### src/rtl/cpu_pkg.sv
// cpu_pkg
// Shared definitions for the 8-bit pipelined core: datapath width, register
// file geometry, stack-pointer location/reset value and the writeback source
// select encoding used by the MEM/WB consumer.
package cpu_pkg;

    localparam int DW      = 8;
    localparam int NREG    = 4;
    localparam int AW      = $clog2(NREG);
    localparam int SP_IDX  = 3;
    localparam logic [DW-1:0] SP_INIT = 8'hFF;

    // Writeback source select
    typedef enum logic [1:0] {
        MTR_ALU = 2'b00,
        MTR_MEM = 2'b01,
        MTR_IP  = 2'b10,
        MTR_PC1 = 2'b11
    } mtr_e;

endpackage

### src/rtl/regfile_4x8.sv
// regfile_4x8
// Four 8-bit registers with one synchronous write port and two combinational
// read ports. A read that hits the register being written this cycle returns
// the write data directly, so decode sees the value before it is committed.
// Ports:
//   clk, rst                 clock, async active-high reset
//   we_i, waddr_i, wdata_i   write port (commits on rising edge)
//   ra_addr_i, ra_data_o     read port A (combinational, bypassed)
//   rb_addr_i, rb_data_o     read port B (combinational, bypassed)
module regfile_4x8
    import cpu_pkg::*;
(
    input  logic          clk,
    input  logic          rst,
    input  logic          we_i,
    input  logic [AW-1:0] waddr_i,
    input  logic [DW-1:0] wdata_i,
    input  logic [AW-1:0] ra_addr_i,
    input  logic [AW-1:0] rb_addr_i,
    output logic [DW-1:0] ra_data_o,
    output logic [DW-1:0] rb_data_o
);

    logic [DW-1:0] regs_q [NREG];

    // Storage. The stack pointer resets to the top of memory, the rest to 0.
    always_ff @(posedge clk or posedge rst) begin
        if (rst) begin
            for (int i = 0; i < NREG; i++) begin
                regs_q[i] <= (i == SP_IDX) ? SP_INIT : '0;
            end
        end else if (we_i) begin
            regs_q[waddr_i] <= wdata_i;
        end
    end

    // Write-before-read bypass; each port checks independently so both can
    // hit at once.
    always_comb begin
        ra_data_o = regs_q[ra_addr_i];
        rb_data_o = regs_q[rb_addr_i];
        if (we_i && (ra_addr_i == waddr_i)) ra_data_o = wdata_i;
        if (we_i && (rb_addr_i == waddr_i)) rb_data_o = wdata_i;
    end

endmodule

### src/rtl/wb_stage_regfile.sv
// wb_stage_regfile
// Consumer end of the MEM/WB pipeline register. Selects the writeback value,
// commits it to the register file, latches the output port and exports the
// writeback bus to the forwarding unit.
// Ports:
//   clk, rst                         clock, async active-high reset
//   wb_*                             MEM/WB pipeline register fields
//   ra_addr/ra_data, rb_addr/rb_data decode-stage read ports
//   fwd_data, fwd_dest, fwd_we       writeback bus for forwarding
//   out_port, out_strobe             output-port register and update pulse
module wb_stage_regfile
    import cpu_pkg::*;
(
    input  logic          clk,
    input  logic          rst,
    input  logic [DW-1:0] wb_pc_plus1,
    input  logic [AW-1:0] wb_dest,
    input  logic [DW-1:0] wb_rd2,
    input  logic [DW-1:0] wb_alu_res,
    input  logic [DW-1:0] wb_mem_data,
    input  logic [1:0]    wb_mem_to_reg,
    input  logic          wb_reg_write,
    input  logic [DW-1:0] wb_ip,
    input  logic          wb_io_write,
    input  logic [AW-1:0] ra_addr,
    input  logic [AW-1:0] rb_addr,
    output logic [DW-1:0] ra_data,
    output logic [DW-1:0] rb_data,
    output logic [DW-1:0] fwd_data,
    output logic [AW-1:0] fwd_dest,
    output logic          fwd_we,
    output logic [DW-1:0] out_port,
    output logic          out_strobe
);

    logic [DW-1:0] wbData;
    logic [DW-1:0] outPort_q;
    logic          outStrobe_q;

    // Writeback source mux
    always_comb begin
        wbData = wb_alu_res;
        unique case (mtr_e'(wb_mem_to_reg))
            MTR_ALU: wbData = wb_alu_res;
            MTR_MEM: wbData = wb_mem_data;
            MTR_IP:  wbData = wb_ip;
            MTR_PC1: wbData = wb_pc_plus1;
            default: wbData = wb_alu_res;
        endcase
    end

    regfile_4x8 uRegfile (
        .clk       (clk),
        .rst       (rst),
        .we_i      (wb_reg_write),
        .waddr_i   (wb_dest),
        .wdata_i   (wbData),
        .ra_addr_i (ra_addr),
        .rb_addr_i (rb_addr),
        .ra_data_o (ra_data),
        .rb_data_o (rb_data)
    );

    // Output port: strobe is high only on cycles that follow an IO write.
    always_ff @(posedge clk or posedge rst) begin
        if (rst) begin
            outPort_q   <= '0;
            outStrobe_q <= 1'b0;
        end else begin
            outStrobe_q <= wb_io_write;
            if (wb_io_write) outPort_q <= wb_rd2;
        end
    end

    assign fwd_data   = wbData;
    assign fwd_dest   = wb_dest;
    assign fwd_we     = wb_reg_write;
    assign out_port   = outPort_q;
    assign out_strobe = outStrobe_q;

endmodule
### config.mk
export PLATFORM = sky130hd
export DESIGN_NAME = wb_stage_regfile
export DESIGN_NICKNAME = d
export VERILOG_FILES = /design/src/rtl/cpu_pkg.sv /design/src/rtl/regfile_4x8.sv /design/src/rtl/wb_stage_regfile.sv
export SDC_FILE = /design/constraint.sdc
export NUM_CORES = 1
export LEC_CHECK = 0
export ABC_AREA = 1
export CORE_ASPECT_RATIO = 1.25
export CORE_MARGIN = 8
export CORE_UTILIZATION = 44
export CTS_BUF_LIST = sky130_fd_sc_hd__clkbuf_2
export CTS_CLUSTER_DIAMETER = 120
export DETAILED_ROUTE_END_ITERATION = 7
export PLACE_DENSITY_LB_ADDON = 0.2
export SLEW_MARGIN = 10
export SYNTH_ARGS = -nofsm -noshare
export SYNTH_HDL_FRONTEND = slang
export SYNTH_SLANG_ARGS = --single-unit
### constraint.sdc
create_clock -name clk -period 1.2 [get_ports clk]
set_clock_uncertainty 0.15 [all_clocks]
set_input_delay 0.24 -clock clk [delete_from_list [all_inputs] [get_ports clk]]
set_output_delay 0.24 -clock clk [all_outputs]
set_load 0.02 [all_outputs]
=== Word-level counts from Yosys, hierarchy flattened ===
Cells that the tools add are included.

* Div/mod/pow operators: 0
* Multiplexer cells: 12
* $add $sub $neg: 0
* Multipliers: 0
* Reductions and logical operators: 4
* Bitwise gates (word level): 3
* Magnitude comparators: 4
* Eq/ne operators: 5
* Shift-type cells: 0

{| class="wikitable"
|+ Operators with widths
! operator !! number
|-
| $mux 8 || 7
|-
| $bmux 8 s2 || 2
|-
| $bwmux 32 || 1
|-
| $pmux 8 s4 || 1
|-
| $demux 8 s2 || 1
|-
| $ge 3x3->1 const B || 3
|-
| $not 2->3 || 3
|-
| $eq 2x2->1 || 2
|-
| $eq 2x2->1 const B || 2
|-
| $logic_and 1x1->1 || 3
|-
| $lt 3x1->1 const B || 1
|-
| $eq 2x1->1 const B || 1
|-
| $logic_not 2->1 || 1
|}

* Input bits: 52
* Flip-flop bits (word level): 41
* Memory bits (writable): 0
* Output and inout bits: 36
* ROM bits: 0
* Memories: 0
* Word-level logic and storage cells: 34
* Latch bits: 0

=== Longest topological paths before layout ===
* Depth after elaboration: 6
* Depth in mapped cells: 8
* Depth with buffers taken out: 7

=== Cells and area by module ===
A second synthesis with hierarchy kept.

* Cell total of the unflattened synthesis: 419
* Area, all modules: 2767.7 µm²

{| class="wikitable"
|+ Modules (own cells, without submodules)
! module !! times used !! sequential area each (µm²) !! cells an instance !! area an instance (µm²)
|-
| regfile_4x8 || 1 || 810.8 || 334 || 2144.6
|-
| wb_stage_regfile || 1 || 225.2 || 85 || 623.1
|}

=== Worst setup path before layout ===
No wires, ideal clock.

* Path type: input to output
* From: input port wb_mem_to_reg[0]
* To: output port ra_data[0]
* Path buffers: 2
* Data arrival time: 1.119 ns
* Required time: 0.810 ns
* Cell stages on the path: 6
* Path slack: -0.309 ns
* Cell sequence: buf_4 > buf_6 > nand3_1 > nand4_2 > nand2_1 > nand2_1

* Word-level cells in the longest chain between the ends: 3
* Elaborated cells on any way between the ends: 6
* Classes of those cells: eq/ne: 3; mux: 2; reduce/logical: 1

{| class="wikitable"
|+ RTL lines
! element !! line !! RTL
|-
| start: declaration || wb_stage_regfile.sv:21 || <nowiki>input logic [1:0] wb_mem_to_reg,</nowiki>
|-
| $eq 2x2->1 (tied with other cells) || wb_stage_regfile.sv:43 || <nowiki>unique case (mtr_e'(wb_mem_to_reg))</nowiki>
|-
| $pmux 8 s4 * || wb_stage_regfile.sv:43 ||
|-
| named net fwd_data[0] || wb_stage_regfile.sv:29 || <nowiki>output logic [DW-1:0] fwd_data,</nowiki>
|-
| $mux 8 * || regfile_4x8.sv:42 || <nowiki>if (we_i && (ra_addr_i == waddr_i)) ra_data_o = wdata_i;</nowiki>
|-
| end: declaration || wb_stage_regfile.sv:27 || <nowiki>output logic [DW-1:0] ra_data,</nowiki>
|}

The timed path passes the listed nets; every way through them passes the cells marked *.

=== Final worst setup path ===
* From: register uRegfile.regs_q[6] in the netlist's numbering
* To: output port ra_data[6]

* Word-level cells in the longest chain between the ends: 4

{| class="wikitable"
|+ RTL lines
! element !! line !! RTL
|-
| start: declaration || regfile_4x8.sv:24 || <nowiki>logic [DW-1:0] regs_q [NREG];</nowiki>
|-
| start signal: indexed assignment || regfile_4x8.sv:30 || <nowiki>regs_q[i] <= (i == SP_IDX) ? SP_INIT : '0;</nowiki>
|-
| start signal: indexed assignment || regfile_4x8.sv:33 || <nowiki>regs_q[waddr_i] <= wdata_i;</nowiki>
|-
| $bmux 8 s2 || regfile_4x8.sv:40 || <nowiki>ra_data_o = regs_q[ra_addr_i];</nowiki>
|-
| $mux 8 (implied by the code) (2 in series) || regfile_4x8.sv:40 ||
|-
| $mux 8 || regfile_4x8.sv:42 ||
|}

No other way between the ends. The select of a mux whose other input is x is not followed.

==> summary.md <==
| Metric | Value |
|---|---|
| Clock network latency to the later pin of the worst-skew pair | `0.43 ns` |
| Crit Path Class | `register to output pin` |
| Via count | `3857` |
| GRT met2 Usage | `48.7%` |
| TritonCTS clock tree | `done` |
| Clock period minus worst slack | `2.04 ns` |
| Reg2Reg Depth | `2` |
| Max_slew headroom | `78.0%` |
| R2r startpoint | `out_port[6]` |
| Slowest cell on crit path | `sky130_fd_sc_hd__dfstp_2` |
| Number of warning messages in the yosys log | `0` |
| Non-filler cells, final | `673` |
| Area fraction in and, or, nand and nor cells after synthesis | `49.7%` |
| Number of placed cells counting well taps | `646` |
| Worst-case register-to-register setup slack | `0.11 ns` |
| Worst path cell trace | `inv_2, nand2_1, nand3_1, nand2_1, nand2_1, nand2_2, buf_6` |
| First-pass GRT wire length | `19500 um` |
| Complex-gate fraction of the synthesized area | `0%` |
| Violated checks | `setup timing` |
| Maximum number of pins on one net before global-route repair | `23` |
| Yosys top cell by area | `sky130_fd_sc_hd__nand2_1` |
| Starting DRT DRC Count | `609` |
| CP Data Required Time | `0.81 ns` |
| GR met1 Demand/Resource | `27.5%` |
| Worst hold slack | `0.0113 ns` |
| Max-slew violation count | `0` |
| Clock-pin transition on the worst setup and hold timing paths | `0.24 ns` |
| Worst Max-Slew Pin Slew | `0.330 ns` |
| Net total in the final layout | `637` |
| Type of element launching the critical path | `register` |
| Number of nets in the synthesized netlist | `484` |
| Top Ports | `88` |
| Initial antenna violation count | `1` |
| Arr. time, crit path | `1.65 ns` |
| Inserted Clock Buffers | `5` |
| HPWL after detailed placement | `7850 um` |
| Root buffer cell | `sky130_fd_sc_hd__clkbuf_2` |
| Setup crit end kind | `output pin` |
| Largest stage delay on the critical path | `0.59 ns` |
| CP max FO | `2` |
| EDFF count, synth | `0` |
| Post-Synth Adder-Cell Area | `0%` |
| Setup crit start | `uRegfile.regs_q[6]` |
| Leakage Power | `2.63 nW` |
| Run status | `finished, violations left` |
| Initial Util | `45.8%` |
| First-pass iteration count of the detailed router | `7` |
| Number of buffers on the longest clock path | `2` |
| Average wire length per cell after detail routing | `20.4 um` |
| Portion of the post-synthesis area used by sequential elements | `36.4%` |
| Total power divided by cell area | `1080 nW/um2` |
| Post-synthesis cell count | `432` |
| Number of cell rows | `32` |
| Slack of the critical path | `-0.838 ns` |
| Synthesized cell area | `2850 um2` |
| CTS HTree Levels | `2` |
| Timing-limited maximum frequency | `0.491 GHz` |
| Vert. Die Dim | `106 um` |
| Placeable core region | `6210 um2` |
| Terminus of the critical flop-to-flop path | `out_port[6]` |
| Layout cell share with drive strength beyond 1 | `46.8%` |
| GR met3 Demand/Resource | `6.63%` |
| Number of design rule violations left after detail routing | `0` |
| Primary FF master, synth | `sky130_fd_sc_hd__dfrtp_1` |
| Overall overflow remaining after global route | `0` |
| Most common cell in the synthesized netlist | `sky130_fd_sc_hd__nand2_1` |
| Number of maximum-capacitance violations | `0` |
| CTS Sinks | `41` |
| Maximum vdd drop | `0.785 mV` |
| Average vias per placed instance | `5.73` |
| Xor/xnor share of the synthesized area | `0%` |
| Final hold vios | `0` |
| Type of the worst min-delay path | `input port to async pin` |
| Dominant combinational cell family by area after synthesis | `simple AND/OR/NAND/NOR gates` |
| Area growth, synth to finish | `77.6%` |
| Detail Route Antenna Nets | `0` |
| Overall die width | `87.9 um` |
| Overall routed net length | `13700 um` |
| Avg Inst Size Synth | `6.59 um2` |
| Post-synthesis register bit count | `41` |
| Count of hold-fix buffers inserted at cts | `0` |
| Setup repair after global routing missed its margin | `true` |
| Top area cells in the synthesized netlist | `sky130_fd_sc_hd__nand2_1 32%, sky130_fd_sc_hd__dfrtp_1 29%, sky130_fd_sc_hd__nand3_1 10%, sky130_fd_sc_hd__dfstp_2 7.4%, sky130_fd_sc_hd__inv_1 5.3%` |
| Synth async-reset ratio | `100%` |
| Cell repeated most along the worst path | `sky130_fd_sc_hd__nand2_1` |
| Area of the die | `9310 um2` |
| Last weighted congestion value of the routability-driven placer | `0.910` |
| Number of fill cells | `371` |
| Fraction of synthesized cell area taken by the top area cell type | `31.8%` |
| Period Utilization, post-route | `170%` |
| Most frequent cells after synthesis | `241 x sky130_fd_sc_hd__nand2_1, 57 x sky130_fd_sc_hd__nand3_1, 40 x sky130_fd_sc_hd__inv_1, 33 x sky130_fd_sc_hd__dfrtp_1` |
| Count of unique library cells instantiated by Yosys | `17` |
| Number of I/O port buffers | `87` |
| Overall routing resource usage | `27.8%` |
| Fraction of synthesized area in multiplexers | `3.17%` |
| Number of global-route vias before repair | `3819` |
| Most used routing layer in global routing | `met2` |
| Final setup violation count | `33` |
==> state kept, by name, summed over array words and instances, names as in the netlist <==
name	cells
out_port	8
out_strobe	1
uRegfile.regs_q	32
==> cells in the final DEF (no fill, tap or decap) <==
cell and count:
sky130_fd_sc_hd__buf_6 48, sky130_fd_sc_hd__buf_2 3, sky130_fd_sc_hd__nand2_1 178, sky130_fd_sc_hd__nand3_2 26
sky130_fd_sc_hd__inv_1 28, sky130_fd_sc_hd__clkdlybuf4s15_2 1, sky130_fd_sc_hd__nor2_2 2, sky130_fd_sc_hd__nand2_2 50
sky130_fd_sc_hd__diode_2 2, sky130_fd_sc_hd__inv_4 5, sky130_fd_sc_hd__buf_12 4, sky130_fd_sc_hd__nand3_4 9
sky130_fd_sc_hd__inv_6 2, sky130_fd_sc_hd__inv_2 11, sky130_fd_sc_hd__nand4_4 9, sky130_fd_sc_hd__dfstp_2 8
sky130_fd_sc_hd__clkdlybuf4s50_1 14, sky130_fd_sc_hd__buf_8 2, sky130_fd_sc_hd__dlygate4sd2_1 34, sky130_fd_sc_hd__clkinvlp_4 1
sky130_fd_sc_hd__nand2_4 17, sky130_fd_sc_hd__bufinv_16 2, sky130_fd_sc_hd__nor2_4 4, sky130_fd_sc_hd__buf_4 56
sky130_fd_sc_hd__mux2_2 8, sky130_fd_sc_hd__clkbuf_2 5, sky130_fd_sc_hd__nand3_1 25, sky130_fd_sc_hd__dfrtp_1 33
sky130_fd_sc_hd__buf_16 1
==> kinds of logic after synthesis <==
logic type / after synthesis
and+or+nand+nor: 320
DFF: 41
buffers and inverters: 63
muxes: 8
==> cell type report <==
class / instances / area [um2] / area share (%)
antenna: 2 / 5.00 / 0.0991
clock buffer: 5 / 25.0 / 0.495
clock inverter: 3 / 68.8 / 1.36
inverter: 46 / 194 / 3.84
multi-input combinational: 328 / 2050 / 40.7
sequential: 41 / 1040 / 20.5
tap: 85 / 106 / 2.11
timing repair buffer: 163 / 1560 / 30.9
==> layer usage <==
layer  part of all wire, %  wire (um)  vias to the layer above
li1                      -          -                     1636
met5                     0          0                        -
met3                   9.8       1350                      141
met4                   8.7       1190                        0
met1                    32       4350                     1759
met2                    50       6830                      321
==> worst max path at each step <==
stage                            end  slack [ns]  cells after the start
final                     ra_data[6]       -0.84                      7
after global routing      ra_data[6]       -0.86                      7
after CTS                 ra_data[6]       -0.75                      7
after detailed placement  ra_data[2]       -1.31                      9
after global placement    rb_data[3]       -1.29                      9
after floorplan           ra_data[6]       -0.19                      8
==> worst max-delay path: cells and delay by family (launching register included) <==
| kind | cells | cell delay, ns |
|---|---|---|
| flip-flops | 1 | 0.59 |
| AND/OR/NAND/NOR | 5 | 0.45 |
| buffers and inverters | 2 | 0.17 |
==> per-stage QoR <==
step                instance area [um2]  total power, mW  worst slack, ns  setup TNS, ns  utilization, %
global route                       5050             5.65           -0.862         -18.17            81.4
CTS                                4920             5.16           -0.751         -15.50            79.3
finish                             5050             5.44           -0.838         -16.81            81.4
floorplan                          3120             2.94           -0.185          -2.89               -
detailed placement                 4430             3.90            -1.31         -55.58            71.4
global placement                   4430             3.86            -1.29         -54.02            71.4
==> what timing repair did <==
action	in CTS	in global routing
resized for setup	329	31
pin swaps	67	28
buffers inserted	12	4
gates cloned	1	0
setup endpoints to repair	68	35
==> where the power goes <==
group / switching, mW / leakage, nW / internal (mW) / total, mW
clock: 0.534 / 0.0536 / 0.568 / 1.10
combinational: 1.42 / 2.08 / 1.12 / 2.54
sequential: 0.155 / 0.494 / 1.64 / 1.79
total: 2.11 / 2.63 / 3.33 / 5.44
(Power assumes the default switching activity.)
